File: config.mk
export PLATFORM = sky130hd
export DESIGN_NAME = rr_dec_arbiter_flat
export DESIGN_NICKNAME = d
export VERILOG_FILES = /design/src/rtl/rr_dec_arbiter_pkg.sv /design/src/rtl/rr_dec_arbiter_if.sv /design/src/rtl/rr_dec_arbiter_gnt_dec.sv /design/src/rtl/rr_dec_arbiter.sv /design/src/flat_wrapper.sv
export SDC_FILE = /design/constraint.sdc
export NUM_CORES = 1
export LEC_CHECK = 0
export CORE_MARGIN = 2
export CORE_UTILIZATION = 56
export CTS_CLUSTER_DIAMETER = 60
export DETAILED_ROUTE_END_ITERATION = 8
export PLACE_DENSITY = 0.93
export SETUP_SLACK_MARGIN = 0.15
export SLEW_MARGIN = 20
export SYNTH_ARGS = -nofsm -noshare
export SYNTH_HDL_FRONTEND = slang
export SYNTH_SLANG_ARGS = --single-unit
export TNS_END_PERCENT = 30
File: constraint.sdc
create_clock -name clk -period 5.7 [get_ports clk]
set_clock_uncertainty 0.05 [all_clocks]
set_input_delay 1.425 -clock clk [delete_from_list [all_inputs] [get_ports clk]]
set_output_delay 1.425 -clock clk [all_outputs]
set_load 0.02 [all_outputs]
File: src/rtl/rr_dec_arbiter_pkg.sv
// Shared types and helpers for the round-robin decoder arbiter.
// Optional feature macro: ARB_LOCK_EN (adds a lock input that suppresses the hold-time timeout).
package arb_pkg;

    localparam int NREQ  = 4;
    localparam int IDX_W = 2;
    localparam int CNT_W = 8;

    typedef enum logic {
        ARB_IDLE,
        ARB_GRANT
    } arb_state_t;

    typedef struct packed {
        logic             found;
        logic [IDX_W-1:0] idx;
    } pick_t;

    // Search upward from ptr+1, wrapping; the first set request wins.
    function automatic pick_t rr_pick(input logic [NREQ-1:0] req, input logic [IDX_W-1:0] ptr);
        pick_t            p;
        logic [IDX_W-1:0] k;
        p = '0;
        for (int i = 1; i <= NREQ; i++) begin
            k = ptr + IDX_W'(i);
            if (!p.found && req[k]) begin
                p.found = 1'b1;
                p.idx   = k;
            end
        end
        return p;
    endfunction

endpackage : arb_pkg

File: src/rtl/rr_dec_arbiter_if.sv
// Request/grant bundle between requesters and the arbiter.
// Optional feature macro: ARB_LOCK_EN (adds the lock signal).
interface rr_dec_arbiter_if;
    import arb_pkg::*;

    logic [NREQ-1:0]  req;
    logic [IDX_W-1:0] gnt_idx;
    logic             gnt_v;
    logic [NREQ-1:0]  gnt;
    logic [CNT_W-1:0] hold_cnt;
`ifdef ARB_LOCK_EN
    logic             lock;

    modport master (output req, output lock, input gnt_idx, input gnt_v, input gnt, input hold_cnt);
    modport slave  (input req, input lock, output gnt_idx, output gnt_v, output gnt, output hold_cnt);
`else
    modport master (output req, input gnt_idx, input gnt_v, input gnt, input hold_cnt);
    modport slave  (input req, output gnt_idx, output gnt_v, output gnt, output hold_cnt);
`endif

endinterface : rr_dec_arbiter_if

File: src/rtl/rr_dec_arbiter_gnt_dec.sv
// 2-to-4 decoder with enable; turns the registered grant index/valid into a one-hot grant.
module gnt_dec
    import arb_pkg::*;
(
    input  logic [IDX_W-1:0] idx_i,
    input  logic             en_i,
    output logic [NREQ-1:0]  gnt_o
);

    assign gnt_o = en_i ? (NREQ'(1) << idx_i) : '0;

endmodule : gnt_dec

File: src/rtl/rr_dec_arbiter.sv
// Round-robin arbiter for 4 requesters with a bounded hold time per owner.
// Optional feature macro: ARB_LOCK_EN (lock input keeps the owner past MAX_HOLD).
module rr_dec_arbiter
    import arb_pkg::*;
#(
    parameter int MAX_HOLD = 8
) (
    input  logic              clk,
    input  logic              rst,
    rr_dec_arbiter_if.slave   bus
);

    localparam logic [CNT_W-1:0] MAX_CNT = CNT_W'(MAX_HOLD);

    arb_state_t       state_q, state_d;
    logic [IDX_W-1:0] ptr_q, ptr_d;
    logic [IDX_W-1:0] gnt_idx_q, gnt_idx_d;
    logic [CNT_W-1:0] hold_cnt_q, hold_cnt_d;

    logic [NREQ-1:0]  owner_mask;
    logic [NREQ-1:0]  others;
    logic             owner_req;
    logic             at_max;
    logic             lock_act;
    pick_t            pick_free;
    pick_t            pick_next;

    assign owner_mask = NREQ'(1) << gnt_idx_q;
    assign others     = bus.req & ~owner_mask;
    assign owner_req  = bus.req[gnt_idx_q];
    assign at_max     = (hold_cnt_q == MAX_CNT);
    assign pick_free  = rr_pick(bus.req, ptr_q);
    assign pick_next  = rr_pick(others, gnt_idx_q);

`ifdef ARB_LOCK_EN
    assign lock_act = bus.lock;
`else
    assign lock_act = 1'b0;
`endif

    always_comb begin
        // NOTE: every next-state signal gets its default first, so no path can infer a latch.
        state_d    = state_q;
        ptr_d      = ptr_q;
        gnt_idx_d  = gnt_idx_q;
        hold_cnt_d = hold_cnt_q;

        unique case (state_q)
            ARB_IDLE: begin
                if (pick_free.found) begin
                    state_d    = ARB_GRANT;
                    gnt_idx_d  = pick_free.idx;
                    ptr_d      = pick_free.idx;
                    hold_cnt_d = CNT_W'(1);
                end
            end

            ARB_GRANT: begin
                if (!owner_req) begin
                    if (pick_next.found) begin
                        gnt_idx_d  = pick_next.idx;
                        ptr_d      = pick_next.idx;
                        hold_cnt_d = CNT_W'(1);
                    end else begin
                        state_d    = ARB_IDLE;
                        hold_cnt_d = '0;
                    end
                end else if (at_max && !lock_act) begin
                    // Timeout: hand over if anyone else waits, otherwise restart the hold window.
                    if (pick_next.found) begin
                        gnt_idx_d = pick_next.idx;
                        ptr_d     = pick_next.idx;
                    end
                    hold_cnt_d = CNT_W'(1);
                end else if (at_max) begin
                    hold_cnt_d = MAX_CNT;
                end else begin
                    hold_cnt_d = hold_cnt_q + CNT_W'(1);
                end
            end

            default: begin
                state_d    = ARB_IDLE;
                hold_cnt_d = '0;
            end
        endcase
    end

    always_ff @(posedge clk or posedge rst) begin
        // NOTE: non-blocking assignments make every register sample pre-edge values.
        if (rst) begin
            state_q    <= ARB_IDLE;
            ptr_q      <= IDX_W'(3);
            gnt_idx_q  <= '0;
            hold_cnt_q <= '0;
        end else begin
            state_q    <= state_d;
            ptr_q      <= ptr_d;
            gnt_idx_q  <= gnt_idx_d;
            hold_cnt_q <= hold_cnt_d;
        end
    end

    assign bus.gnt_idx  = gnt_idx_q;
    assign bus.gnt_v    = (state_q == ARB_GRANT);
    assign bus.hold_cnt = hold_cnt_q;

    gnt_dec u_gnt_dec (
        .idx_i (gnt_idx_q),
        .en_i  (state_q == ARB_GRANT),
        .gnt_o (bus.gnt)
    );

endmodule : rr_dec_arbiter

File: src/flat_wrapper.sv
// flat-port wrapper written by rule: the top's interface ports become plain ports
module rr_dec_arbiter_flat import arb_pkg::*;
#(
    parameter int MAX_HOLD = 8
)
  (clk, rst, bus_req, bus_gnt_idx, bus_gnt_v, bus_gnt, bus_hold_cnt);
  rr_dec_arbiter_if bus_i ();
  input  logic clk;
  input  logic rst;
  input wire logic [$bits(bus_i.req)-1:0] bus_req;
  output wire logic [$bits(bus_i.gnt_idx)-1:0] bus_gnt_idx;
  output wire logic [$bits(bus_i.gnt_v)-1:0] bus_gnt_v;
  output wire logic [$bits(bus_i.gnt)-1:0] bus_gnt;
  output wire logic [$bits(bus_i.hold_cnt)-1:0] bus_hold_cnt;
  assign bus_i.req = bus_req;
  assign bus_gnt_idx = bus_i.gnt_idx;
  assign bus_gnt_v = bus_i.gnt_v;
  assign bus_gnt = bus_i.gnt;
  assign bus_hold_cnt = bus_i.hold_cnt;
  rr_dec_arbiter #(.MAX_HOLD(MAX_HOLD)) u_core (.clk(clk), .rst(rst), .bus(bus_i));
endmodule
---- Word level (Yosys, flattened, before mapping) ----
Index checks and enable logic that the tools add are counted.
cells by class
  reduce and logical (&&, ||, !) cells .... 13
  order comparisons ....................... 8
  bitwise logic cells ..................... 3
  equality and inequality tests ........... 3
  multiplexer cells ....................... 45
  shift-type cells ........................ 1
  $add $sub $neg .......................... 7
operators by type and width
  kind                                                                           count
  2-bit by 3-bit less-than comparator with 1-bit output (second input constant)  8
  3-bit two-way mux                                                              8
  8-bit two-way mux                                                              3
  1-bit binary-select mux with 2-bit select                                      9
  8-bit one-hot mux with 2 select lines                                          1
  2-bit two-way mux                                                              7
  1-bit two-way mux                                                              13
  2-bit adder (second input constant)                                            4
  8-bit by 1-bit adder with 8-bit output (second input constant)                 1
  8-bit by 4-bit equality test with 1-bit output (second input constant)         1
  2-bit one-hot mux with 2 select lines                                          2
  1-bit logical AND                                                              6
  1-bit logical NOT                                                              6
  2-bit by 1-bit adder with 2-bit output (second input constant)                 2
  4-bit AND                                                                      1
  4-bit two-way mux                                                              1
  4-bit NOT                                                                      1
  1-bit by 2-bit << shifter with 4-bit output (first input constant)             1
  3-bit inequality test (second input constant)                                  1
  2-bit by 1-bit inequality test with 1-bit output (second input constant)       1
  1-bit one-hot mux with 2 select lines                                          1
  2-bit AND reduction                                                            1
  1-bit NOT                                                                      1
storage, ports and cells
  word-level logic and storage cells ...... 84
  output and inout port bits .............. 15
  register bits ........................... 13
  input bits .............................. 6

---- Longest topological paths before layout ----
Gate-level depths: netlist of run 1.
  depth after elaboration ................. 19
  gate-level depth with buffers ........... 8
  mapped depth without buffers ............ 7

---- Hierarchy ----
From an unflattened synthesis of run 1, not the netlist that was laid out.
unflattened totals
  cell total of the unflattened synthesis .. 151
  area, all modules ....................... 1272.5 um^2
modules (own cells, without submodules)
  module          sequential area each (um^2)  area each (um^2)  times used  cells each
  rr_dec_arbiter  327.8                        1234.9            1           147
  gnt_dec         0.0                          37.5              1           4

---- Worst setup path before layout of run 1 ----
No wires, ideal clock.
  kind .................................... input port to flip-flop
  start point ............................. input port bus_req[3]
  end point ............................... register u_core.hold_cnt_q[5] (netlist: u_core.bus.hold_cnt[5])
  library setup time ...................... 0.110 ns
  cell stages on the path ................. 7
  buffers on the path ..................... 2
  required time ........................... 5.540 ns
  setup slack ............................. 2.809 ns
  arrival ................................. 2.731 ns
  path through ............................ buf_6 or4b_1 a2bb2oi_1 a211oi_4 buf_6 o21ai_1 o41ai_1
on the way
  longest elaborated chain between the ends .. 13
  elaborated cells on any way between the ends .. 23
  those cells by class .................... 1 x eq/ne; 16 x mux; 6 x reduce/logical
ends and longest elaborated chain
  item                                                        RTL line                  source
  from (decl)                                                 flat_wrapper.sv:10        input wire logic [$bits(bus_i.req)-1:0] bus_req;
  1-bit binary-select mux with 2-bit select                   rr_dec_arbiter_pkg.sv:26  if (!p.found && req[k]) begin
  1-bit two-way mux (not written as such)                     rr_dec_arbiter_pkg.sv:26
  3-bit two-way mux                                           rr_dec_arbiter_pkg.sv:26
  1-bit logical NOT                                           rr_dec_arbiter_pkg.sv:26
  1-bit logical AND                                           rr_dec_arbiter_pkg.sv:26
  3-bit two-way mux                                           rr_dec_arbiter_pkg.sv:26
  1-bit logical NOT                                           rr_dec_arbiter_pkg.sv:26
  1-bit logical AND                                           rr_dec_arbiter_pkg.sv:26
  3-bit two-way mux                                           rr_dec_arbiter_pkg.sv:26
  1-bit logical NOT                                           rr_dec_arbiter_pkg.sv:26
  1-bit logical AND                                           rr_dec_arbiter_pkg.sv:26
  3-bit two-way mux                                           rr_dec_arbiter_pkg.sv:26
  2-bit by 1-bit inequality test with 1-bit output (no line)  -
  to (signal assigned)                                        rr_dec_arbiter.sv:100     hold_cnt_q <= hold_cnt_d;
  to (decl)                                                   rr_dec_arbiter.sv:18      logic [CNT_W-1:0] hold_cnt_q, hold_cnt_d;
Parallel ways exist; a longest one is shown, timed or not. The select of a mux whose other input is x is not followed.
A chain may end at the register's enable or synchronous reset.

---- Worst setup path after layout of run 1 ----
  start point ............................. input port bus_req[1]
  end point ............................... register u_core.gnt_idx_q[1] (netlist: u_core.bus.gnt_idx[1])
on the way
  longest elaborated chain between the ends .. 17
  elaborated cells on any way between the ends .. 47
  those cells by class .................... 2 x eq/ne; 31 x mux; 1 x bitwise; 13 x reduce/logical
ends and longest elaborated chain
  item                                       RTL line                                    source
  4-bit AND                                  rr_dec_arbiter.sv:29                        assign others = bus.req & ~owner_mask;
  1-bit binary-select mux with 2-bit select  rr_dec_arbiter_pkg.sv:26
  1-bit two-way mux (not written as such)    rr_dec_arbiter_pkg.sv:26
  3-bit two-way mux                          rr_dec_arbiter_pkg.sv:26
  1-bit logical NOT                          rr_dec_arbiter_pkg.sv:26
  1-bit logical AND                          rr_dec_arbiter_pkg.sv:26
  3-bit two-way mux                          rr_dec_arbiter_pkg.sv:26
  1-bit logical NOT                          rr_dec_arbiter_pkg.sv:26
  1-bit logical AND                          rr_dec_arbiter_pkg.sv:26
  3-bit two-way mux                          rr_dec_arbiter_pkg.sv:26
  1-bit logical NOT                          rr_dec_arbiter_pkg.sv:26
  1-bit logical AND                          rr_dec_arbiter_pkg.sv:26
  3-bit two-way mux                          rr_dec_arbiter_pkg.sv:26
  2-bit two-way mux                          rr_dec_arbiter.sv:60, rr_dec_arbiter.sv:70
  2-bit two-way mux                          rr_dec_arbiter.sv:68                        end else if (at_max && !lock_act) begin
  2-bit two-way mux                          rr_dec_arbiter.sv:59                        if (!owner_req) begin
  2-bit one-hot mux with 2 select lines      rr_dec_arbiter.sv:48                        unique case (state_q)
  to (signal assigned)                       rr_dec_arbiter.sv:99                        gnt_idx_q <= gnt_idx_d;
  to (decl)                                  rr_dec_arbiter.sv:17                        logic [IDX_W-1:0] gnt_idx_q, gnt_idx_d;
Parallel ways exist; a longest one is shown, timed or not. The select of a mux whose other input is x is not followed.

==> results.md, run 1 <==
* Max VDD drop at 365 uV
* Maximum fanout along the worst path at 14
* Clk root buf: clkbuf_4
* Arrival time worst endpoint at 3.67 ns
* TritonCTS buffer count at 3
* Power Total at 0.694 mW
* WL per Instance at 16.0 um
* FP Rows at 16
* DP HPWL at 1970 um
* Syn Nets at 142
* Chip Height at 49.6 um
* Wirelength, routed at 2760 um
* Max-slew violations at 0
* First-pass GRT wire length at 4960 um
* Placed insts at 169
* Post-route ant nets at 0
* Antenna violations before repair at 0
* Number of flops mapped to enable cells by yosys at 0
* WP data required at 5.83 ns
* Status: finished, final reports clean
* Vias in the first global route at 1080
* Min Clock Period, post-route at 3.54 ns
* Final Setup Violations at 0
* Diode count at 0
* RSZ-0062 raised after global routing: no
* Synth Warn # at 0
* Placed instance area at 1350 sq um
* PwrDens at 505 nW/um^2
* Fin. Hold Viols at 0
* Most frequent cells after synthesis: dfrtp_1, nor2_1, nand2_1
* Via count at 1148
* Reg2reg start: u_core.ptr_q[1]
* Clk slew on worst S/H paths at 0.08 ns
* Starting Density at 0.593
* GR Overflow Total at 0
* Via density at 6.64
* DRC viols at 0
* Starting DRT DRC Count at 42
* CTS H-Tree Depth at 1
* Routability cong. at 0.884
* Cts hold-fix bufs at 0
* Total die area at 2460 sq um
* Core area at 1960 sq um
* Worst slew pin tran at 0.585 ns
* Top-area cell type share of the netlist area at 0.237
* HP Start: u_core.bus.hold_cnt[7]
* Fillers at 156
* Library cells used by synthesis at 53
* Post-Syn Area at 1160 sq um
* Largest net degree at the start of global routing at 15
* Crit path kind: in -> reg
* Post-cts repair resize count at 0
* Mean Syn Cell Area at 8.95 sq um
* Critical Path Start Type: input port
* Most area-consuming cells after synthesis: dfrtp_1, ha_1, dfstp_2
* Timing startpoint of the critical path: bus_req[1]
* Period utilisation layout at 0.621
* IO Pins at 21
* Worst rel slew slack at 0.609
* Area growth syn-to-layout at 18.1%
* Share of layout cells above drive strength 1 at 0.110
* Count leader, synth: dfrtp_1
* Yosys reg bits at 13
* Area of the multi-input gates at 759 sq um
* CTS max path bufs at 2
* Top cell type by total area after synthesis: dfrtp_1
* Post-synth ARST share at 1.00
* Final Non-Filler Cells at 173
* HP Class: reg -> reg
* CTS tree: done
* Register area share after synthesis at 0.282
* Clk_lat worst skew at 0.28 ns
* Max-cap violation count at 0
* Setup TNS at 0 ns
* Postcts setup bufs at 0
* Register Area at 328 sq um
* Crit end category: flop
* Num Clock Sinks at 13
* Layout net count at 159
* Buffers on Ports at 20
* Leakage power at 0.562 nW
* GRT Resource Usage Total at 0.261
* F_max at 283 MHz
* Die X-Extent at 49.6 um
* Cells after synthesis at 130
* Cell area after layout at 1370 sq um
* Main flop type after synthesis: dfrtp_1
* Drt first pass iters at 4
kinds of logic after synthesis:
logic type               Yosys count  share of synthesized area
adder cells (fa/ha/maj)            6                     0.0645
XOR/XNOR                           1                    0.00753
buffers and inverters             15                     0.0656
AND/OR/NAND/NOR                   47                      0.228
multiplexers                       5                     0.0645
flip-flops                        13                      0.282
AO/OA/AOI/OAI                     43                      0.288
sequential cells by signal (all words and copies together) (netlist names):
name,flops
u_core.ptr_q,2
u_core.bus.gnt_v,1
u_core.bus.hold_cnt,8
u_core.bus.gnt_idx,2
layer usage:
layer  wire, um  part of all wire  vias to the layer above  GRT usage
li1           -                 -                      516          -
met1       1120              0.40                      549      0.330
met2       1330              0.48                       70      0.438
met3        229             0.083                       13     0.0455
met4         87             0.031                        0      0.106
met5          0                 0                        -          0
path summary, 6_finish.rpt:
kind                                                to  slack, ns  depth (start not counted)
worst max-delay path             u_core.bus.gnt_idx[1]       2.16                          6
worst min-delay path            u_core.bus.hold_cnt[7]       0.45                          1
worst max register to register   u_core.bus.gnt_idx[1]       3.35                          5
worst min register to register  u_core.bus.hold_cnt[7]       0.45                          1
max in group asynchronous              u_core.ptr_q[0]       3.83                          2
min in group asynchronous        u_core.bus.gnt_idx[0]       1.41                          2
placed cells by master, fill, tap and decap left out, types with 2 or more instances in the layout:
cell             synthesis  layout
a21oi_1                  3       3
a221oi_1                 2       2
a2bb2oi_1                2       2
and2_1                   4       4
clkbuf_4                 0       3
clkdlybuf4s50_1          0      20
dfrtp_1                 11      11
dfstp_2                  2       2
ha_1                     6       6
inv_1                    7       7
mux2i_1                  3       3
mux4_2                   2       2
nand2_1                  9       9
nand2b_1                 3       3
nand3_1                  3       3
nor2_1                  10      10
nor2b_1                  3       3
nor3b_1                  4       4
o21ai_0                  6       6
o21ai_1                  8       8
o21ba_1                  2       2
o31ai_1                  3       3
stage by stage:
| stage | worst slack [ns] | utilization | hold WS (ns) |
|---|---|---|---|
| global placement | 2.00 | 0.687 | 0.430 |
| floorplan | 2.81 | - | 0.474 |
| detailed placement | 1.88 | 0.687 | 0.439 |
| CTS | 2.19 | 0.700 | 0.448 |
| global route | 2.01 | 0.700 | 0.490 |
| finish | 2.16 | 0.700 | 0.452 |
where the power goes:
group | switching, mW | internal (mW)
registers | 0.0657 | 0.126
logic | 0.225 | 0.218
clock network | 0.0317 | 0.0272
total | 0.323 | 0.371
worst max-delay path, stage by stage:
cell	delay [ns]
clkdlybuf4s50_1	0.57
or4b_1	0.57
a2bb2oi_1	0.17
a211oi_4	0.55
nor2_1	0.17
o21ba_1	0.20
area by class of cell:
| class | count | area share |
|---|---|---|
| Tap cell | 27 | 0.0246 |
| Timing Repair Buffer | 20 | 0.146 |
| Inverter | 7 | 0.0191 |
| Sequential cell | 13 | 0.239 |
| Clock buffer | 4 | 0.0191 |
| Multi-Input combinational cell | 102 | 0.553 |
No activity file was read; power rests on OpenSTA's default activity.
==> run 2, diff against run 1 <==
Settings changed: CORE_UTILIZATION 56 to 52, PLACE_DENSITY 0.93 to 0.88.
Clock period 5.7 ns to 3.5 ns, I/O delays scaled along.
==> run 2 against run 1 <==
  * Critical path depth decreased by 2
  * Register-to-register slack got worse by 2.2 ns
  * Non-clock buffer count increased by 1
  * Critical endpoint is now bus_gnt[1]
==> results.md, run 2 (synthesis gave the netlist of run 1 again) <==
* Commonest non-fill, non-tap cell in the layout: clkdlybuf4s50_1
* RSZ-0062 raised after global routing: no
* DRC viols at 0
* Largest net degree at the start of global routing at 15
* Max-cap violation count at 0
* Core area at 2170 sq um
* Post-route ant nets at 0
* Crit end category: output port
* Critical Path Start Type: flop
* CTS tree: done
* Final Setup Violations at 0
* Status: finished, final reports clean
* Crit Reg-Reg Endpoint: u_core.bus.gnt_idx[1]
* Postcts setup bufs at 0
* Total die area at 2630 sq um
* Max reg flops at 8
* Worst rel slew slack at 0.662
* CP endpoint: bus_gnt[1]
* Setup TNS at 0 ns
* Worst slew pin tran at 0.507 ns
* Vias in the first global route at 1018
* PwrDens at 808 nW/um^2
* Leakage power at 0.567 nW
* Clk root buf: clkbuf_4
* Min Clock Period, post-route at 2.89 ns
* Arrival time worst endpoint at 1.97 ns
* HP Class: reg -> reg
* Chip Height at 51.3 um
* Register-to-register setup slack at 1.16 ns
* Clk slew on worst S/H paths at 0.07 ns
* Starting DRT DRC Count at 13
* WP data required at 2.57 ns
* Num Clock Sinks at 13
* Wirelength, routed at 2640 um
* CP max-delay cell: dfrtp_1
* Timing startpoint of the critical path: u_core.bus.gnt_idx[1]
* CTS H-Tree Depth at 1
* Buffers on Ports at 20
* Clk_lat worst skew at 0.29 ns
* Cell count along the critical path at 4
* FP Rows at 17
* F_max at 346 MHz
* Most frequent cells in the layout: clkdlybuf4s50_1, dfrtp_1, nor2_1
* Slowest Stage Delay on Critical Path at 0.57 ns
* Starting Density at 0.536
* WL per Instance at 15.1 um
* Routability cong. at 0.875
* DP HPWL at 2050 um
* Max VDD drop at 608 uV
* WP buf/inv at 2
* Cts hold-fix bufs at 0
* GRT Resource Usage Total at 0.220
* CTS max path bufs at 2
* Via density at 6.13
* Drt first pass iters at 5
* Crit-path cells: inv_1, ha_1, and2_1, clkdlybuf4s50_1
* GR Overflow Total at 0
* Die X-Extent at 51.3 um
* Share of layout cells above drive strength 1 at 0.116
* R2r worst-path depth at 7
* Diode count at 0
* Period utilisation layout at 0.826
* Crit path kind: reg -> out
* Reg2reg start: u_core.bus.gnt_idx[0]
* First-pass GRT wire length at 4370 um
* TritonCTS buffer count at 3
* Fin. Hold Viols at 0
* Maximum fanout along the worst path at 11
* Area growth syn-to-layout at 18.8%
* IO Pins at 21
* Layout net count at 160
* Power Total at 1.12 mW
* Post-cts repair resize count at 0
* Max-slew violations at 0
* Via count at 1073
* Antenna violations before repair at 0
* Cell family with most CP delay: buffers and inverters
==> run 2: cell types whose count changed in the layout (fill, tap and decap cells not counted), sizes merged <==
cell  previous run  this run
buf              0         1
==> run 2: cell type report <==
type / count / area, sq um
fill: 212 / 787
multi-input combinational: 102 / 759
sequential: 13 / 328
timing repair buffer: 21 / 208
tap: 28 / 35.0
clock buffer: 4 / 26.3
inverter: 7 / 26.3
==> run 2: how the worst min path moves through the flow <==
stage / startpoint / endpoint / slack (ns) / cells after the start
floorplan: u_core.ptr_q[0] / u_core.ptr_q[0] / 0.47 / 2
global placement: u_core.bus.hold_cnt[7] / u_core.bus.hold_cnt[7] / 0.45 / 1
detailed placement: u_core.bus.hold_cnt[7] / u_core.bus.hold_cnt[7] / 0.45 / 1
CTS: u_core.bus.hold_cnt[7] / u_core.bus.hold_cnt[7] / 0.46 / 1
global route: u_core.bus.hold_cnt[7] / u_core.bus.hold_cnt[7] / 0.47 / 1
finish: u_core.bus.hold_cnt[7] / u_core.bus.hold_cnt[7] / 0.45 / 1
==> run 2: through the flow <==
| stage | cells | hold WS (ns) | instance area [sq um] | utilization | setup WS [ns] |
|---|---|---|---|---|---|
| 2_1_floorplan | 130 | 0.474 | 1160 | - | 1.16 |
| 3_3_place_gp | 171 | 0.447 | 1360 | 0.625 | 0.557 |
| 3_5_place_dp | 171 | 0.446 | 1360 | 0.625 | 0.489 |
| 4_1_cts | 175 | 0.456 | 1380 | 0.637 | 0.606 |
| 5_1_grt | 175 | 0.467 | 1380 | 0.637 | 0.543 |
| 6_report | 175 | 0.449 | 1380 | 0.637 | 0.609 |
==> run 2: routing by layer <==
| metal | wire length [um] | up-vias | GRT usage |
|---|---|---|---|
| met4 | 78 | 0 | 0.110 |
| met2 | 1410 | 40 | 0.413 |
| li1 | - | 514 | - |
| met3 | 126 | 11 | 0.0234 |
| met1 | 1030 | 508 | 0.241 |
| met5 | 0 | - | 0 |
==> run 2: worst register-to-register path, stage by stage (launching register included) <==
cell and delay [ns]:
dfrtp_1 0.56, inv_1 0.16, ha_1 0.26, and2b_1 0.33, a211oi_1 0.12, o221a_2 0.28
a2111oi_2 0.27, o21ba_1 0.20
==> run 2: where the power goes <==
part | internal [mW] | switching [mW]
clock | 0.0443 | 0.0519
sequential | 0.205 | 0.105
combinational | 0.353 | 0.357
total | 0.603 | 0.514
==> run 3, diff against run 2 <==
Clock period 3.5 ns to 3 ns, I/O delays scaled along.
==> run 3 against run 2 <==
  * Flip-flop and latch count unchanged
  * Critical path depth is the same
  * Power rose by 16%
==> results.md, run 3 (synthesis gave the netlist of run 1 again) <==
* Crit end category: output port
* Maximum fanout along the worst path at 11
* Period utilisation layout at 0.920
* Comb power frac at 0.635
* Post-route ant nets at 0
* Layout net count at 163
* Starting Density at 0.536
* CP endpoint: bus_gnt[0]
* IO Pins at 21
* Largest net degree at the start of global routing at 15
* GR Overflow Total at 0
* Sequential power share at 0.281
* Share of layout cells above drive strength 1 at 0.147
* Leakage power at 0.583 nW
* Most frequent cells in the layout: clkdlybuf4s50_1, nor2_1, dfrtp_1
* Fin. Hold Viols at 0
* Internal power at 0.706 mW
* First-pass GRT wire length at 4240 um
* Die X-Extent at 51.3 um
* Post-cts repair resize count at 0
* Vias in the first global route at 992
* Wirelength, routed at 2580 um
* Max-cap violation count at 0
* WL per Instance at 14.5 um
* Placed insts at 174
* Starting DRT DRC Count at 16
* Core area at 2170 sq um
* Critical Path Start Type: flop
* PwrDens at 922 nW/um^2
* Drt first pass iters at 4
* Final Non-Filler Cells at 178
* Total die area at 2630 sq um
* Final Setup Violations at 0
* Arrival time worst endpoint at 1.96 ns
* DP HPWL at 2010 um
* Num Clock Sinks at 13
* CTS max path bufs at 2
* Max VDD drop at 552 uV
* FP Rows at 17
* Reg2reg start: u_core.bus.gnt_idx[0]
* Clk root buf: clkbuf_4
* Crit path kind: reg -> out
* GRT Resource Usage Total at 0.210
* Cts hold-fix bufs at 0
* DRC viols at 0
* Sw Share at 0.456
* Fillers at 185
* Area growth syn-to-layout at 21.0%
* Diode count at 0
* Switching power at 0.592 mW
* Clk_lat worst skew at 0.28 ns
* RSZ-0062 raised after global routing: no
* Clk network pwr share at 0.084
* Antenna violations before repair at 0
* Min Clock Period, post-route at 2.76 ns
* Postcts setup bufs at 0
* HP Class: reg -> reg
* R2r worst-path depth at 7
* Register-to-register setup slack at 0.69 ns
* Chip Height at 51.3 um
* Via density at 5.99
* WP data required at 2.20 ns
* Worst slew pin tran at 0.514 ns
* Status: finished, final reports clean
* Routability cong. at 0.919
* Crit Reg-Reg Endpoint: u_core.bus.gnt_idx[1]
* CTS tree: done
* TritonCTS buffer count at 3
* Via count at 1066
* CTS H-Tree Depth at 1
* F_max at 362 MHz
* Setup TNS at 0 ns
* Worst rel slew slack at 0.657
* Buffers on Ports at 20
* Core Util, Final at 0.649
* Clk slew on worst S/H paths at 0.08 ns
* Timing startpoint of the critical path: u_core.bus.gnt_idx[0]
* Max reg flops at 8
* Commonest non-fill, non-tap cell in the layout: clkdlybuf4s50_1
* Max-slew violations at 0
==> run 3: cell count changes in the layout (fill, tap and decap cells not counted) <==
cell,previous run,this run
dfrtp_2,0,1
dfrtp_1,11,10
clkinv_2,0,1
clkbuf_1,1,0
buf_4,1,4
==> run 3: through the flow <==
stage          hold WS [ns]  area [sq um]  setup slack, ns  power [mW]
2_1_floorplan         0.474          1160            0.783       0.952
3_5_place_dp          0.440          1380            0.188        1.19
6_report              0.458          1410            0.241        1.30
5_1_grt               0.498          1410            0.157        1.40
3_3_place_gp          0.444          1380            0.284        1.17
4_1_cts               0.453          1410            0.226        1.30
==> run 3: layout make-up <==
cell class,count,area (sq um),area share
timing repair buffer,24,230,0.164
tap,28,35.0,0.0249
multi-input combinational,102,759,0.540
clock inverter,1,5.00,0.00356
sequential,13,329,0.234
clock buffer,3,22.5,0.0160
inverter,7,26.3,0.0187
==> run 3: worst min-delay path by stage <==
| stage | from | to | slack, ns | cells past startpoint |
|---|---|---|---|---|
| after floorplan | u_core.ptr_q[0] | u_core.ptr_q[0] | 0.47 | 2 |
| after global placement | u_core.bus.hold_cnt[7] | u_core.bus.hold_cnt[7] | 0.44 | 1 |
| after detailed placement | u_core.bus.hold_cnt[7] | u_core.bus.hold_cnt[7] | 0.44 | 1 |
| after global routing | u_core.bus.hold_cnt[7] | u_core.bus.hold_cnt[7] | 0.50 | 1 |
| final | u_core.bus.hold_cnt[7] | u_core.bus.hold_cnt[7] | 0.46 | 1 |
| after CTS | u_core.bus.hold_cnt[7] | u_core.bus.hold_cnt[7] | 0.45 | 1 |
==> run 3: per-layer routing <==
| layer | track usage | routed length [um] | vias up |
|---|---|---|---|
| li1 | - | - | 516 |
| met1 | 0.230 | 1080 | 509 |
| met2 | 0.411 | 1340 | 35 |
| met3 | 0.0175 | 111 | 6 |
| met4 | 0.0789 | 53 | 0 |
| met5 | 0 | 0 | - |
==> run 3: critical path: stages, from the launching register on <==
cell and delay [ns]:
dfrtp_1 0.56, inv_1 0.17, ha_1 0.25, and2_1 0.16, clkdlybuf4s50_1 0.53
==> run 3: power by group through the flow <==
stage	registers [mW]	clock network, mW	logic [mW]
floorplan	0.338	0	0.615
global placement	0.359	0	0.807
detailed placement	0.363	0	0.823
CTS	0.360	0.111	0.827
global route	0.379	0.120	0.902
finish	0.365	0.109	0.824
